--- config.mk ---
export PLATFORM = sky130hd
export DESIGN_NAME = efuse_prog_ctrl
export DESIGN_NICKNAME = d
export VERILOG_FILES = /design/src/rtl/efuse_pkg.sv /design/src/rtl/efuse_slot_timer.sv /design/src/rtl/efuse_prog_ctrl.sv
export SDC_FILE = /design/constraint.sdc
export NUM_CORES = 1
export LEC_CHECK = 0
export ABC_AREA = 1
export BUFFER_PORTS_ARGS = -buffer_cell sky130_fd_sc_hd__buf_4
export CAP_MARGIN = 10
export CORE_UTILIZATION = 35
export CTS_BUF_LIST = sky130_fd_sc_hd__clkbuf_16
export DETAILED_ROUTE_END_ITERATION = 8
export GPL_TIMING_DRIVEN = 0
export SYNTH_ARGS = -nofsm -noshare
export SYNTH_HDL_FRONTEND = slang
export SYNTH_SLANG_ARGS = --single-unit
export TNS_END_PERCENT = 50
--- constraint.sdc ---
create_clock -name clk_1M -period 3.9 [get_ports clk_1M]
set_input_delay 0.585 -clock clk_1M [delete_from_list [all_inputs] [get_ports clk_1M]]
set_output_delay 0.585 -clock clk_1M [all_outputs]
set_load 0.1 [all_outputs]
--- src/rtl/efuse_pkg.sv ---
// Shared definitions for the eFuse macro controller: mode encodings, FSM states
// and a constant-width helper.
package efuse_pkg;

    localparam logic [1:0] MODE_READ        = 2'b00;
    localparam logic [1:0] MODE_PROG        = 2'b01;
    localparam logic [1:0] MODE_PROG_VERIFY = 2'b10;

    typedef enum logic [2:0] {
        IDLE,
        P_SETUP,
        P_BIT,
        P_HOLD,
        R_SETUP,
        R_BIT,
        R_HOLD,
        FIN
    } state_t;

    function automatic int clog2(input int v);
        int r;
        r = 0;
        while ((1 << r) < v) r++;
        return r;
    endfunction

endpackage

--- src/rtl/efuse_slot_timer.sv ---
// Phase/slot timer: counts cycles within a phase or bit slot and, in bit mode,
// advances the bit index once per slot. Reloaded by the FSM on every phase change.
module efuse_slot_timer
    import efuse_pkg::*;
#(
    parameter int NBITS = 32,
    parameter int CW    = 6,
    parameter int BW    = clog2(NBITS) + 1
) (
    input  logic          clk_1M,
    input  logic          rst,
    input  logic          load,
    input  logic [CW-1:0] load_len,
    input  logic          load_bits,
    output logic [CW-1:0] k,
    output logic          slot_last,
    output logic [BW-1:0] bit_idx,
    output logic          last_bit
);

    logic [CW-1:0] lim;
    logic          bits_en;

    always_ff @(posedge clk_1M) begin
        if (rst) begin
            k       <= '0;
            lim     <= '0;
            bit_idx <= '0;
            bits_en <= 1'b0;
        end else if (load) begin
            k       <= '0;
            lim     <= load_len - CW'(1);
            bit_idx <= '0;
            bits_en <= load_bits;
        end else if (slot_last) begin
            k <= '0;
            // index parks on the last bit so it never wraps
            if (bits_en && !last_bit) bit_idx <= bit_idx + 1'b1;
        end else begin
            k <= k + 1'b1;
        end
    end

    assign slot_last = (k == lim);
    assign last_bit  = (bit_idx == BW'(NBITS - 1));

endmodule

--- src/rtl/efuse_prog_ctrl.sv ---
// eFuse macro controller: sequences CSB/PGM/SCLK for program, read and
// program-then-verify operations behind a start/busy/done handshake.
module efuse_prog_ctrl
    import efuse_pkg::*;
#(
    parameter int NBITS      = 32,
    parameter int BIT_CYC    = 8,
    parameter int PULSE_CYC  = 4,
    parameter int CSB_SETUP  = 25,
    parameter int CSB_HOLD   = 25,
    parameter int READ_SETUP = 30
) (
    input  logic             clk_1M,
    input  logic             rst,
    input  logic             start,
    input  logic [1:0]       mode,
    input  logic [NBITS-1:0] prog_data,
    output logic             busy,
    output logic             done,
    output logic [NBITS-1:0] read_data,
    output logic             verify_err,
    output logic             CSB,
    output logic             PGM,
    output logic             SCLK,
    output logic             DIN,
    input  logic             DOUT
);

    localparam int MAX_A = (CSB_SETUP > CSB_HOLD) ? CSB_SETUP : CSB_HOLD;
    localparam int MAX_B = (READ_SETUP > BIT_CYC) ? READ_SETUP : BIT_CYC;
    localparam int MAXC  = (MAX_A > MAX_B) ? MAX_A : MAX_B;
    localparam int CW    = clog2(MAXC) + 1;
    localparam int BW    = clog2(NBITS) + 1;

    state_t           state, state_nxt;
    logic [1:0]       mode_q;
    logic [NBITS-1:0] prog_q;

    logic             load;
    logic [CW-1:0]    load_len;
    logic             load_bits;
    logic [CW-1:0]    k;
    logic             slot_last;
    logic [BW-1:0]    bit_idx;
    logic             last_bit;

    logic             pgm_bit;
    logic             in_pulse;
    logic             accept;

    efuse_slot_timer #(
        .NBITS (NBITS),
        .CW    (CW),
        .BW    (BW)
    ) u_timer (
        .clk_1M    (clk_1M),
        .rst       (rst),
        .load      (load),
        .load_len  (load_len),
        .load_bits (load_bits),
        .k         (k),
        .slot_last (slot_last),
        .bit_idx   (bit_idx),
        .last_bit  (last_bit)
    );

    assign accept   = (state == IDLE) && start;
    assign in_pulse = (k >= CW'(1)) && (k <= CW'(PULSE_CYC));
    assign DIN      = 1'b0;

    always_comb begin
        pgm_bit = 1'b0;
        for (int j = 0; j < NBITS; j++) begin
            if (bit_idx == BW'(j)) pgm_bit = prog_q[j];
        end
    end

    always_ff @(posedge clk_1M) begin
        if (rst) begin
            state      <= IDLE;
            mode_q     <= MODE_READ;
            read_data  <= '0;
            verify_err <= 1'b0;
        end else begin
            state <= state_nxt;
            if (accept) begin
                mode_q     <= mode;
                verify_err <= 1'b0;
            end
            // DOUT is sampled on the last cycle of each read slot
            if (state == R_BIT && slot_last) begin
                for (int j = 0; j < NBITS; j++) begin
                    if (bit_idx == BW'(j)) read_data[j] <= DOUT;
                end
            end
            if (state == R_HOLD && slot_last) begin
                verify_err <= (mode_q == MODE_PROG_VERIFY) && (read_data != prog_q);
            end
        end
    end

    always_ff @(posedge clk_1M) begin
        if (accept) prog_q <= prog_data;
    end

    always_comb begin
        state_nxt = state;
        load      = 1'b0;
        load_len  = '0;
        load_bits = 1'b0;
        CSB       = 1'b1;
        PGM       = 1'b0;
        SCLK      = 1'b0;
        busy      = 1'b0;
        done      = 1'b0;
        case (state)
            IDLE: begin
                if (start) begin
                    load = 1'b1;
                    if (mode == MODE_PROG || mode == MODE_PROG_VERIFY) begin
                        state_nxt = P_SETUP;
                        load_len  = CW'(CSB_SETUP);
                    end else begin
                        state_nxt = R_SETUP;
                        load_len  = CW'(READ_SETUP);
                    end
                end
            end
            P_SETUP: begin
                busy = 1'b1;
                CSB  = !slot_last;
                if (slot_last) begin
                    state_nxt = P_BIT;
                    load      = 1'b1;
                    load_len  = CW'(BIT_CYC);
                    load_bits = 1'b1;
                end
            end
            P_BIT: begin
                busy = 1'b1;
                CSB  = 1'b0;
                PGM  = pgm_bit;
                SCLK = in_pulse;
                if (slot_last && last_bit) begin
                    state_nxt = P_HOLD;
                    load      = 1'b1;
                    load_len  = CW'(CSB_HOLD);
                end
            end
            P_HOLD: begin
                busy = 1'b1;
                CSB  = 1'b0;
                if (slot_last) begin
                    if (mode_q == MODE_PROG_VERIFY) begin
                        state_nxt = R_SETUP;
                        load      = 1'b1;
                        load_len  = CW'(READ_SETUP);
                    end else begin
                        state_nxt = FIN;
                    end
                end
            end
            R_SETUP: begin
                busy = 1'b1;
                SCLK = 1'b1;
                if (slot_last) begin
                    state_nxt = R_BIT;
                    load      = 1'b1;
                    load_len  = CW'(BIT_CYC);
                    load_bits = 1'b1;
                end
            end
            R_BIT: begin
                busy = 1'b1;
                CSB  = 1'b0;
                SCLK = !in_pulse;
                if (slot_last && last_bit) begin
                    state_nxt = R_HOLD;
                    load      = 1'b1;
                    load_len  = CW'(CSB_HOLD);
                end
            end
            R_HOLD: begin
                busy = 1'b1;
                CSB  = 1'b0;
                SCLK = 1'b1;
                if (slot_last) state_nxt = FIN;
            end
            FIN: begin
                done      = 1'b1;
                state_nxt = IDLE;
            end
            default: state_nxt = IDLE;
        endcase
    end

endmodule

==> impl_metrics.py <==
metrics = {
    "pwr": {
        "leakage_power_total_nw": 2.23,
        "clock_power_share_pct": 26.9,
        "p_switching_mw": 1.08,
        "power.density_nw_per_um2": 502,
        "internal_power_mw": 1.82,
        "netSwitchingFraction_pct": 37.4,
        "pwr-share-comb_pct": 31.5,
        "seq_power_share_pct": 41.6,
        "power.ir.vdd_worst_mv": 0.458,
    },
    "setup_path": {
        "reg2reg_to": "u_timer.bit_idx[5]",
        "r2r_setup_slack_ps": 1260,
        "crit_path_most_repeated_cell": "nand2_1",
        "startpoint_type": "flip-flop",
        "timing.setup.critical_path_class": "flip-flop to primary output",
        "slowest_delay_ps": 400,
        "rr_startpoint": "u_timer.k[0]",
        "category_of_the_worst_setup_path_capture_point": "primary output",
        "worstRegToRegCells": 10,
        "timing.critical_path.arrival_ps": 3170,
        "timing.critical_path.required_ps": 3310,
        "cpMaxStageDelayCell": "dfxtp_4",
        "critical_path_peak_fanout": 4,
    },
    "synthesis": {
        "yosys_warnings": 0,
        "synth.distinct_cells": 31,
        "synth_nets": 620,
        "syn_area_sq_um": 4540,
        "postSynthRegisterBits": 89,
        "synth_ff_type": "dfxtp_1",
        "yosysSeqAreaShare_pct": 46.3,
        "postSynth.asyncResetShare_pct": 0,
        "syn-instance-count": 572,
        "synth-edff-count": 32,
        "post_synth.cell_area_avg_sq_um": 7.94,
    },
    "cells_and_area": {
        "final_common_cell": "nor2_1",
        "most-common-layout-cells": "nor2_1 (108), buf_4 (79), nand2_1 (76)",
        "areaGrowthSynthToFinish_pct": 27.4,
        "share_of_cells_above_drive_strength_1_pct": 20.6,
        "total_number_of_nets_in_the_final_design": 712,
        "num_antenna_cells": 0,
    },
    "timing": {
        "report.final.slew_viol_count": 0,
        "hold_viol_final": 0,
        "final_worst_setup_slack_ps": 141,
        "max-slew-margin-rel_pct": 56.3,
        "worst-slew-pin-transition_ps": 656,
        "holdWs_ps": 408,
        "rsz0062_at_grt": "true",
        "finClkSkew_ps": 10.2,
        "final.min_clock_period_ps": 3760,
        "period_share_pct": 96.4,
        "fmax_mhz": 266,
        "setup_viol": 0,
    },
    "floorplan": {
        "fp.dieArea_sq_um": 13400,
        "initial_utilization_pct": 36.0,
        "rows": 41,
        "die_width_um": 116,
        "dieHeight_um": 116,
        "boundaryPins": 77,
        "fp.coreArea_sq_um": 12600,
    },
    "min_path": {
        "hold_path_startpoint": "prog_data[9]",
        "min_delay_worst_endpoint": "prog_q[9]",
        "worst_hold_path.num_cells": 1,
        "hold_path_class": "input pin to flip-flop",
    },
    "placed_design": {
        "place_worst_setup_slack_ps": 212,
        "detailed_place_hpwl_um": 9350,
        "globalplace.congestion": 0.887,
        "place.port_buffers": 75,
    },
    "global_route": {
        "grt_antenna_before_repair": 0,
        "grt-ovfl-total": 0,
        "gr-usage-all-layers_pct": 19.5,
        "grt_pass1_wl_um": 19600,
        "maximum_number_of_pins_on_one_net_before_global_route_repair": 23,
        "first_global_vias": 3909,
    },
    "route": {
        "drt-initial-drc-count": 221,
        "remaining_design_rule_violation_count": 0,
        "routed-via-count": 4066,
        "wl_per_cell_um": 14.8,
        "drtAntennaViolNets": 0,
        "drt_pass1_iterations": 4,
        "post_drt_via_cell_ratio": 4.83,
        "drt-total-wl_um": 12400,
    },
    "clocking": {
        "cts_buffer_depth": 2,
        "cts_root_buffer": "clkbuf_16",
        "worst_setup_hold_path_clk_slew_ps": 60,
        "cts_tree": "built",
        "clkLatencyLatePin_ps": 350,
        "cts_max_level": 3,
        "tritoncts.num_buffers": 9,
        "cts.sinks": 89,
    },
    "flow_run": {
        "timing.max_cap.violations": 0,
    },
    "status": {
        "status": "finished, final reports clean",
    },
}
==> cell families after synthesis <==
group | Yosys count | synth area share, %
compound gates | 88 | 12.3
xor+xnor | 28 | 5.40
fa+ha+maj | 10 | 2.75
buf+inv | 84 | 7.05
flops | 89 | 46.3
other cells | 1 | 0.0825
simple gates | 272 | 26.1
==> stage by stage <==
step,setup TNS [ps],instances,power (mW),cell area (sq um),utilization (%)
floorplan,0,572,1.84,4540,-
global placement,-1110,819,2.08,5320,42.2
detailed placement,0,820,2.11,5360,42.5
CTS,0,837,2.91,5680,45.0
global route,-253,841,3.05,5790,45.9
finish,0,841,2.90,5790,45.9
==> repair_timing <==
action | 4_1_cts | 5_1_grt
buffers inserted | 1 | 4
pin swaps | 2 | 12
hold buffers | 0 | 0
endpoints found under the hold margin | 0 | 0
setup endpoints to repair | 1 | 1
resized for setup | 16 | 18
==> registers in the layout, summed over array words and instances (netlist names) <==
signal and count:
u_timer.bit_idx 6, verify_err 1, u_timer.k 6, mode_q 2, u_timer.bits_en 1, prog_q 32
read_data 32, state 3, u_timer.lim 6
==> metal layers <==
layer  vias to the layer above  share of wire [%]  track usage, %
li1                       2094                  -               -
met1                      1836                 44            23.6
met2                       113                 47            32.2
met3                        23                6.1            5.44
met4                         0                2.7            9.15
met5                         -                  0               0
==> power groups by stage <==
stage	combinational [mW]	clock (mW)	sequential, mW
3_5_place_dp	0.886	0	1.22
4_1_cts	0.896	0.804	1.21
6_report	0.914	0.782	1.21
3_3_place_gp	0.844	0	1.23
2_1_floorplan	0.637	0	1.20
5_1_grt	1.00	0.834	1.22
==> worst max-delay path by stage <==
stage / end / cells past startpoint / slack, ps / startpoint
2_1_floorplan: PGM / 33 / 270 / u_timer.bit_idx[0]
3_3_place_gp: u_timer.lim[1] / 8 / -440 / start
3_5_place_dp: PGM / 35 / 210 / u_timer.bit_idx[0]
4_1_cts: PGM / 32 / 20 / u_timer.bit_idx[0]
5_1_grt: PGM / 35 / -250 / u_timer.bit_idx[0]
6_report: PGM / 35 / 140 / u_timer.bit_idx[0]
==> critical path: cells and delay by family (launching register included) <==
kind,cells,cell delay (ps)
compound gates,1,160
buf+inv,4,430
flops,1,400
fa+ha+maj,1,170
simple gates,29,1660
==> cell usage after synthesis, types with 10 or more instances <==
library cell	n	area [sq um]
ha_1	10	125
a211oi_1	34	255
a21oi_1	25	125
dfxtp_1	57	1140
nor2_1	111	417
nand4_1	11	68.8
inv_1	68	255
clkbuf_1	11	41.3
edfxtp_1	32	961
or2_2	12	75.1
nor3_1	18	90.1
o21ai_0	18	90.1
nand2_1	79	297
nand3_1	25	125
xnor2_1	23	201
==> area by class of cell <==
| type | instances | area, sq um |
|---|---|---|
| clock buffer | 9 | 225 |
| sequential | 89 | 2110 |
| timing repair buffer | 81 | 644 |
| buffer | 13 | 53.8 |
| inverter | 71 | 272 |
| tap | 172 | 215 |
| fill | 1298 | 6830 |
| multi-input combinational | 399 | 2230 |
| clock inverter | 7 | 36.3 |
(Power assumes the default switching activity.)
